File: src/rtl/lookup_scheduler.sv
// Queues parsed headers and issues them one at a time to a shared lookup table,
// reporting hit/miss or timeout for each and counting drops and timeouts.
`ifndef OF_HEADER_REG_WIDTH
`define OF_HEADER_REG_WIDTH 64
`endif

module lookup_scheduler #(
    parameter int HDR_WIDTH  = `OF_HEADER_REG_WIDTH,
    parameter int FIFO_DEPTH = 4,
    parameter int TIMEOUT    = 64
) (
    input  logic                          clk,
    input  logic                          reset,
    input  logic [HDR_WIDTH-1:0]          header_bus,
    input  logic                          headers_valid,
    output logic                          lookup_req,
    output logic [HDR_WIDTH-1:0]          lookup_hdr,
    input  logic                          lookup_ack,
    input  logic                          lookup_hit,
    output logic                          result_valid,
    output logic                          result_hit,
    output logic                          result_timeout,
    output logic [$clog2(FIFO_DEPTH):0]   fifo_count,
    output logic [15:0]                   drop_count,
    output logic [15:0]                   timeout_count
);

    localparam int PTR_W = $clog2(FIFO_DEPTH);
    localparam int CNT_W = PTR_W + 1;
    localparam int TMR_W = $clog2(TIMEOUT + 1);

    typedef enum logic {IDLE, BUSY} state_t;

    state_t               state;
    logic                 valid_d;
    logic [PTR_W-1:0]     wr_ptr;
    logic [PTR_W-1:0]     rd_ptr;
    logic [TMR_W-1:0]     timer;
    logic [HDR_WIDTH-1:0] mem [FIFO_DEPTH];

    logic capture;
    logic full;
    logic push;
    logic pop;

    // A header is taken once per rising edge of the level-style headers_valid.
    assign capture = headers_valid && !valid_d;
    assign full    = (fifo_count == CNT_W'(FIFO_DEPTH));
    assign push    = capture && !full;
    assign pop     = (state == IDLE) && (fifo_count != '0);

    // NOTE: the storage array has no reset; the pointers and count alone decide
    // which entries are meaningful, and leaving it unreset keeps it a plain RAM.
    always_ff @(posedge clk) begin
        if (push) begin
            mem[wr_ptr] <= header_bus;
        end
    end

    always_ff @(posedge clk) begin
        if (reset) begin
            state          <= IDLE;
            valid_d        <= 1'b1;
            wr_ptr         <= '0;
            rd_ptr         <= '0;
            fifo_count     <= '0;
            timer          <= '0;
            lookup_req     <= 1'b0;
            lookup_hdr     <= '0;
            result_valid   <= 1'b0;
            result_hit     <= 1'b0;
            result_timeout <= 1'b0;
            drop_count     <= '0;
            timeout_count  <= '0;
        end else begin
            valid_d      <= headers_valid;
            result_valid <= 1'b0;

            if (push) begin
                wr_ptr <= wr_ptr + PTR_W'(1);
            end
            if (pop) begin
                rd_ptr <= rd_ptr + PTR_W'(1);
            end
            case ({push, pop})
                2'b10:   fifo_count <= fifo_count + CNT_W'(1);
                2'b01:   fifo_count <= fifo_count - CNT_W'(1);
                default: fifo_count <= fifo_count;
            endcase

            // A full queue drops the arrival even if the head leaves on this edge.
            if (capture && full && drop_count != 16'hFFFF) begin
                drop_count <= drop_count + 16'd1;
            end

            case (state)
                IDLE: begin
                    if (pop) begin
                        lookup_hdr <= mem[rd_ptr];
                        lookup_req <= 1'b1;
                        timer      <= '0;
                        state      <= BUSY;
                    end
                end
                BUSY: begin
                    // An ack on the expiry cycle wins over the timeout.
                    if (lookup_ack) begin
                        lookup_req     <= 1'b0;
                        result_valid   <= 1'b1;
                        result_hit     <= lookup_hit;
                        result_timeout <= 1'b0;
                        state          <= IDLE;
                    end else if (timer == TMR_W'(TIMEOUT - 1)) begin
                        lookup_req     <= 1'b0;
                        result_valid   <= 1'b1;
                        result_hit     <= 1'b0;
                        result_timeout <= 1'b1;
                        state          <= IDLE;
                        if (timeout_count != 16'hFFFF) begin
                            timeout_count <= timeout_count + 16'd1;
                        end
                    end else begin
                        timer <= timer + TMR_W'(1);
                    end
                end
                default: state <= IDLE;
            endcase
        end
    end

endmodule

File: config.mk
export PLATFORM = sky130hd
export DESIGN_NAME = lookup_scheduler
export DESIGN_NICKNAME = d
export VERILOG_FILES = /design/src/rtl/lookup_scheduler.sv
export SDC_FILE = /design/constraint.sdc
export NUM_CORES = 1
export LEC_CHECK = 0
export BUFFER_PORTS_ARGS = -buffer_cell sky130_fd_sc_hd__buf_2
export CAP_MARGIN = 20
export CELL_PAD_IN_SITES_DETAIL_PLACEMENT = 0
export CELL_PAD_IN_SITES_GLOBAL_PLACEMENT = 1
export CORE_ASPECT_RATIO = 2
export CORE_MARGIN = 2
export CORE_UTILIZATION = 40
export DETAILED_ROUTE_END_ITERATION = 10
export GPL_TIMING_DRIVEN = 0
export PLACE_DENSITY = 0.77
export SKIP_LAST_GASP = 1
export SLEW_MARGIN = 30
export SYNTH_ARGS = -nofsm -noshare
export SYNTH_HDL_FRONTEND = slang
export SYNTH_SLANG_ARGS = --single-unit
File: constraint.sdc
create_clock -name clk -period 6.1 [get_ports clk]
set_clock_uncertainty 0.1 [all_clocks]
set_input_delay 0.61 -clock clk [delete_from_list [all_inputs] [get_ports clk]]
set_output_delay 0.61 -clock clk [all_outputs]
set_load 0.01 [all_outputs]
==> flow_summary.yaml, run 1 <==
yosys:
  synth-edff-count: 256
  netlist_area_mm2: 0.0141
  synth_largest_area_cell: "edfxtp_1"
  synthFlopType: "edfxtp_1"
  async_reset_ff_share_pct: 0
  postSynthCellCount: 917
  synth_seq_area_share_pct: 70.8
  yosys_warnings: 0
  synth_fp_nets: 995
  synth_common_cells: "edfxtp_1, nand2_1, dfxtp_1, a21oi_1, mux4_2"
  synth_area_leaders: "edfxtp_1, dfxtp_1, mux4_2"
  yosysMostFrequentCell: "edfxtp_1"
  syn_area_per_cell_um2: 15.4
  ys_types: 64
  yosysTopAreaCellShare_pct: 54.4
  ys_ff_latch: 372
routing:
  first_pass_iters: 7
  initialDrtViolationCount: 356
  viasPerCell: 5.19
  wire_per_inst_um: 19.3
  detail-route-antenna-nets: 0
  post-route-drc-count: 0
  wirelength_um: 30900
  vias: 8328
floorplan:
  die_w_um: 137
  initial_core_util_pct: 40.4
  fp.dieArea_mm2: 0.0370
  core_mm2: 0.0350
  io-pin-count: 172
  die-height_um: 270
  rows: 97
global_route:
  grt_usage_pct: 16.8
  grt_max_degree: 38
  overflow: 0
  antenna_found_initial: 6
  grt_pass1_vias: 8638
  grt_pass1_wl_um: 47000
cts:
  postCtsSetupBuffers: 0
  numClockSinks: 372
  clock_path_buffers: 3
  cts-root-buf: "clkbuf_16"
  cts-buffers-inserted: 35
  clk_pin_slew_ns: 0.06
  clock_latency_ns: 0.55
  htree_levels: 2
  cts_tree: "done"
  cts_hold_buf: 0
  post_cts_resized: 0
setup_path:
  rr_endpoint: "fifo_count[2]$_SDFFE_PP0P_"
  crit_buf_inv: 4
  timing.rr.start: "fifo_count[0]$_SDFFE_PP0P_"
  cp_slowest_cell: "dfxtp_1"
  reg2reg_slack_ns: 3.16
  cp_slowest_stage_delay_ns: 0.46
  cp_max_fo: 10
  cpMostUsedCell: "buf_2"
  critPathLaunchType: "register"
  worstSetupPathType: "register to register"
  end_kind: "register"
  reg2regPathDepth: 11
  cp_cell_sequence: "nor3_1, or2_1, buf_2, inv_2, buf_2, ha_1, inv_1, fa_1, xor2_1, or3_1, a21oi_1"
  cp_top_family: "buffers and inverters"
  critPathArrivalTime_ns: 3.29
  required_ns: 6.45
worst_hold_path:
  hold_end: "mem[2][19]$_DFFE_PP_"
  min_path_cells: 1
  hp-start: "header_bus[19]"
  hp-class: "input port to register"
sta:
  rsz0062_at_grt: "no"
  drv_slew: 0
  hold_viol: 0
  period_share_pct: 48.2
  setup_tns_ns: 0
  setup_ws_ns: 3.16
  fin_crit_ns: 2.94
  worst_pin_slew_ns: 0.828
  slew_headroom_pct: 44.8
  fmax_mhz: 340
  finalSetupViolations: 0
power:
  p_per_area_mw_per_mm2: 394
  swShare_pct: 28.0
  power_frac_clock_pct: 34.0
  p_sw_w: 0.00186
  power_frac_comb_pct: 19.6
  ir_worst_vdd_mv: 0.294
  p_int_w: 0.00477
  p_leak_nw: 5.87
  pwr-share-seq_pct: 46.3
layout:
  multi_input_area_mm2: 0.00384
  seq_area_mm2: 0.0100
  drive_gt1_share_pct: 29.4
  synthToLayoutAreaGrowth_pct: 19.2
  layout.nets: 1207
  nFillCells: 3074
placement:
  preCtsSetupSlack_ns: 3.12
  routabilityCongestion: 0.767
  dpl.hpwl_um: 21200
  io_buffers: 171
outcome:
  status: "finished, final reports clean"
run:
  drv_cap: 0
logic make-up after synthesis:
| family | after synthesis | synth area share, % |
|---|---|---|
| AO/OA/AOI/OAI | 134 | 5.43 |
| XOR/XNOR | 5 | 0.310 |
| adder cells (fa/ha/maj) | 9 | 0.850 |
| buffers and inverters | 65 | 2.08 |
| flip-flops | 372 | 70.8 |
| multiplexers | 72 | 10.8 |
| AND/OR/NAND/NOR | 260 | 9.70 |
power by group through the flow:
stage          logic (W)  clock network (W)  registers (W)
3_3_place_gp     0.00131                  0        0.00312
4_1_cts          0.00134            0.00231        0.00307
3_5_place_dp     0.00134                  0        0.00313
6_report         0.00130            0.00226        0.00307
2_1_floorplan   0.000743                  0        0.00318
5_1_grt          0.00145            0.00240        0.00309
worst reg2reg max path, delay by kind of cell (launching register included):
kind	cells	cell delay, ns
compound gates	1	0.14
xor+xnor	1	0.16
fa+ha+maj	2	0.60
buf+inv	4	0.74
flops	1	0.46
simple gates	3	0.67
cell type report:
cell class	count	area share (%)
Sequential cell	372	59.4
Tap cell	445	3.30
Antenna cell	4	0.0594
Buffer	49	1.39
Clock inverter	17	1.37
Multi-Input combinational cell	480	22.8
Inverter	16	0.356
Clock buffer	46	5.75
Timing Repair Buffer	175	5.55
stage by stage:
step | std cells | power, W | util, % | hold WS [ns] | area [um2]
floorplan | 917 | 0.00392 | - | 0.365 | 14100
global placement | 1533 | 0.00444 | 44.5 | 0.340 | 15500
detailed placement | 1537 | 0.00446 | 44.7 | 0.344 | 15600
CTS | 1600 | 0.00672 | 48.2 | 0.145 | 16800
global route | 1603 | 0.00694 | 48.2 | 0.156 | 16800
finish | 1604 | 0.00663 | 48.2 | 0.166 | 16800
sequential cells by signal, indices dropped and copies added (netlist names), 2 cells and up:
register / flops
mem: 256
lookup_hdr: 64
drop_count: 16
timeout_count: 16
timer: 7
fifo_count: 3
rd_ptr: 2
wr_ptr: 2
cell usage in the layout, fill, tap and decap left out, drive strengths merged, types with 11 or more instances in the layout:
master	instances
buf	196
o31ai	16
clkbuf	74
inv	17
clkinv	11
or4	16
nand2	138
dfxtp	116
nor2	20
mux4	64
a21oi	93
nand3	18
edfxtp	256
how the worst max path moves through the flow:
stage,startpoint,to,slack (ns),cells after the start
floorplan,headers_valid,mem[0][0]$_DFFE_PP_,2.87,4
global placement,headers_valid,mem[0][33]$_DFFE_PP_,1.33,5
detailed placement,fifo_count[0]$_SDFFE_PP0P_,fifo_count[2]$_SDFFE_PP0P_,3.12,11
CTS,fifo_count[0]$_SDFFE_PP0P_,fifo_count[2]$_SDFFE_PP0P_,3.11,11
global route,fifo_count[0]$_SDFFE_PP0P_,fifo_count[2]$_SDFFE_PP0P_,2.93,11
finish,fifo_count[0]$_SDFFE_PP0P_,fifo_count[2]$_SDFFE_PP0P_,3.16,11
metal layers:
metal	track usage [%]	up-vias	wire length (um)
met5	0	-	18
met4	6.40	4	975
met3	3.06	62	1490
met2	32.8	204	17700
met1	17.0	4124	10800
li1	-	3934	-
(Power assumes the default switching activity.)
==> run 2, diff against run 1 <==
==> constraint.sdc (replaced) <==
create_clock -name clk -period 3 [get_ports clk]
set_clock_uncertainty 0.1 [all_clocks]
set_input_delay 0.3 -clock clk [delete_from_list [all_inputs] [get_ports clk]]
set_output_delay 0.3 -clock clk [all_outputs]
set_load 0.01 [all_outputs]
==> flow_summary.yaml, run 2 (synthesized netlist as in run 1, its figures left out) <==
cts:
  cts-buffers-inserted: 35
  cts-root-buf: "clkbuf_16"
  clock_latency_ns: 0.53
  numClockSinks: 372
  postCtsSetupBuffers: 0
  htree_levels: 2
  post_cts_resized: 0
  clock_path_buffers: 3
  cts_tree: "done"
  clk_pin_slew_ns: 0.06
layout:
  layout_common_cells: "edfxtp_1, buf_2, nand2_1"
  largest_register_ffs: 256
  synthToLayoutAreaGrowth_pct: 23.3
  final_common_cell: "edfxtp_1"
  stdcell_count: 1668
  drive_gt1_share_pct: 27.4
  layout.nets: 1273
  nFillCells: 3022
  final_area_mm2: 0.0174
  regMostFlops: "mem"
  fin_util_pct: 49.9
  largestRegisters: "mem (256), lookup_hdr (64)"
sta:
  hold_viol: 0
  rsz0062_at_grt: "no"
  slew_headroom_pct: 45.0
  drv_slew: 0
  period_share_pct: 94.9
  worst_pin_slew_ns: 0.826
  fin_crit_ns: 2.85
  setup_tns_ns: 0
  fmax_mhz: 351
  finalSetupViolations: 0
setup_path:
  reg2reg_slack_ns: 0.15
  rr_endpoint: "fifo_count[2]$_SDFFE_PP0P_"
  reg2regPathDepth: 10
  critPathLaunchType: "register"
  worstSetupPathType: "register to register"
  timing.rr.start: "fifo_count[0]$_SDFFE_PP0P_"
  cp_max_fo: 14
  critPathArrivalTime_ns: 3.19
  end_kind: "register"
  required_ns: 3.34
routing:
  detail-route-antenna-nets: 0
  initialDrtViolationCount: 301
  first_pass_iters: 4
  wl_met3_um: 1230
  top_layer: "met4"
  wire_per_inst_um: 18.9
  dr_wl_met2_um: 18200
  post-route-drc-count: 0
  wl_met1_um: 11300
  vias: 8608
  viasPerCell: 5.16
  wirelength_um: 31500
worst_hold_path:
  min_path_cells: 3
  hold_end: "result_hit$_SDFFE_PP0P_"
  hp-start: "lookup_hit"
  hp-class: "input port to register"
floorplan:
  fp.dieArea_mm2: 0.0370
  core_mm2: 0.0350
  rows: 97
  initial_core_util_pct: 40.4
  io-pin-count: 172
  die-height_um: 270
  die_w_um: 137
run:
  drv_cap: 0
global_route:
  grt_max_degree: 39
  overflow: 0
  grt_pass1_vias: 8945
  grt_usage_pct: 17.2
  antenna_found_initial: 1
  grt_pass1_wl_um: 48600
placement:
  routabilityCongestion: 0.782
  dpl.hpwl_um: 21200
  dpl_cell_area_mm2: 0.0157
  dp.cells: 1538
  io_buffers: 171
power:
  p_leak_nw: 6.10
  ir_worst_vdd_mv: 0.506
  p_per_area_mw_per_mm2: 763
outcome:
  status: "finished, final reports clean"
[run 2: cell count changes in the layout (fill, tap and decap cells not counted), moves of 2 or more]
cell	delta
bufinv_16	-2
clkbuf_1	+2
clkinv_1	+4
clkinv_2	-4
diode_2	-3
dlygate4sd3_1	+66
[run 2: power breakdown]
| part | leakage (nW) | switching, W | total [W] | internal [W] |
|---|---|---|---|---|
| Sequential | 3.26 | 0.000278 | 0.00623 | 0.00596 |
| Clock | 0.543 | 0.00191 | 0.00437 | 0.00246 |
| Combinational | 2.30 | 0.00157 | 0.00271 | 0.00114 |
[run 2: metal layers]
metal  up-vias  GRT usage [%]
met2       188           33.6
met5         -              0
met1      4304           17.7
met4         0           6.29
li1       4068              -
met3        48           2.74
[run 2: worst max-delay path by stage]
stage | start | end | slack, ns | cells past startpoint
CTS | fifo_count[0]$_SDFFE_PP0P_ | fifo_count[2]$_SDFFE_PP0P_ | 0.09 | 10
global placement | headers_valid | mem[1][34]$_DFFE_PP_ | -0.16 | 5
detailed placement | fifo_count[0]$_SDFFE_PP0P_ | fifo_count[2]$_SDFFE_PP0P_ | -0.02 | 11
finish | fifo_count[0]$_SDFFE_PP0P_ | fifo_count[2]$_SDFFE_PP0P_ | 0.15 | 10
global route | fifo_count[0]$_SDFFE_PP0P_ | fifo_count[2]$_SDFFE_PP0P_ | 0.0002 | 10
floorplan | fifo_count[0]$_SDFFE_PP0P_ | fifo_count[2]$_SDFFE_PP0P_ | 0.50 | 11
[run 2: stage by stage]
step                setup WS [ns]  power, W  hold slack (ns)
floorplan                   0.501   0.00798            0.299
detailed placement        -0.0192   0.00906            0.347
global placement           -0.160   0.00901            0.341
finish                      0.153    0.0133           0.0348
global route             0.000159    0.0139           0.0436
CTS                        0.0908    0.0135           0.0133
[run 2: what timing repair did]
action	in CTS	in global routing
hold buffers	66	0
endpoints found under the hold margin	258	0
setup endpoints to repair	1	0
[run 2: cell type report]
class / count / area (um2) / share of cell area, %
diodes: 1 / 2.50 / 0.0144
plain buffers: 48 / 229 / 1.31
clock buffers: 48 / 970 / 5.56
clock inverters: 16 / 149 / 0.854
inverters: 16 / 60.1 / 0.344
multi-input cells: 480 / 3840 / 22.0
flip-flops and latches: 372 / 10000 / 57.4
well taps: 445 / 557 / 3.19
repair buffers: 242 / 1620 / 9.27
[run 2: critical path, cell delays in order (launching register included)]
cell	delay [ns]
dfxtp_1	0.47
nor3_1	0.15
or2_1	0.21
buf_2	0.22
inv_2	0.32
ha_1	0.25
inv_1	0.06
fa_1	0.37
xor2_1	0.16
or3_1	0.31
a21oi_1	0.14
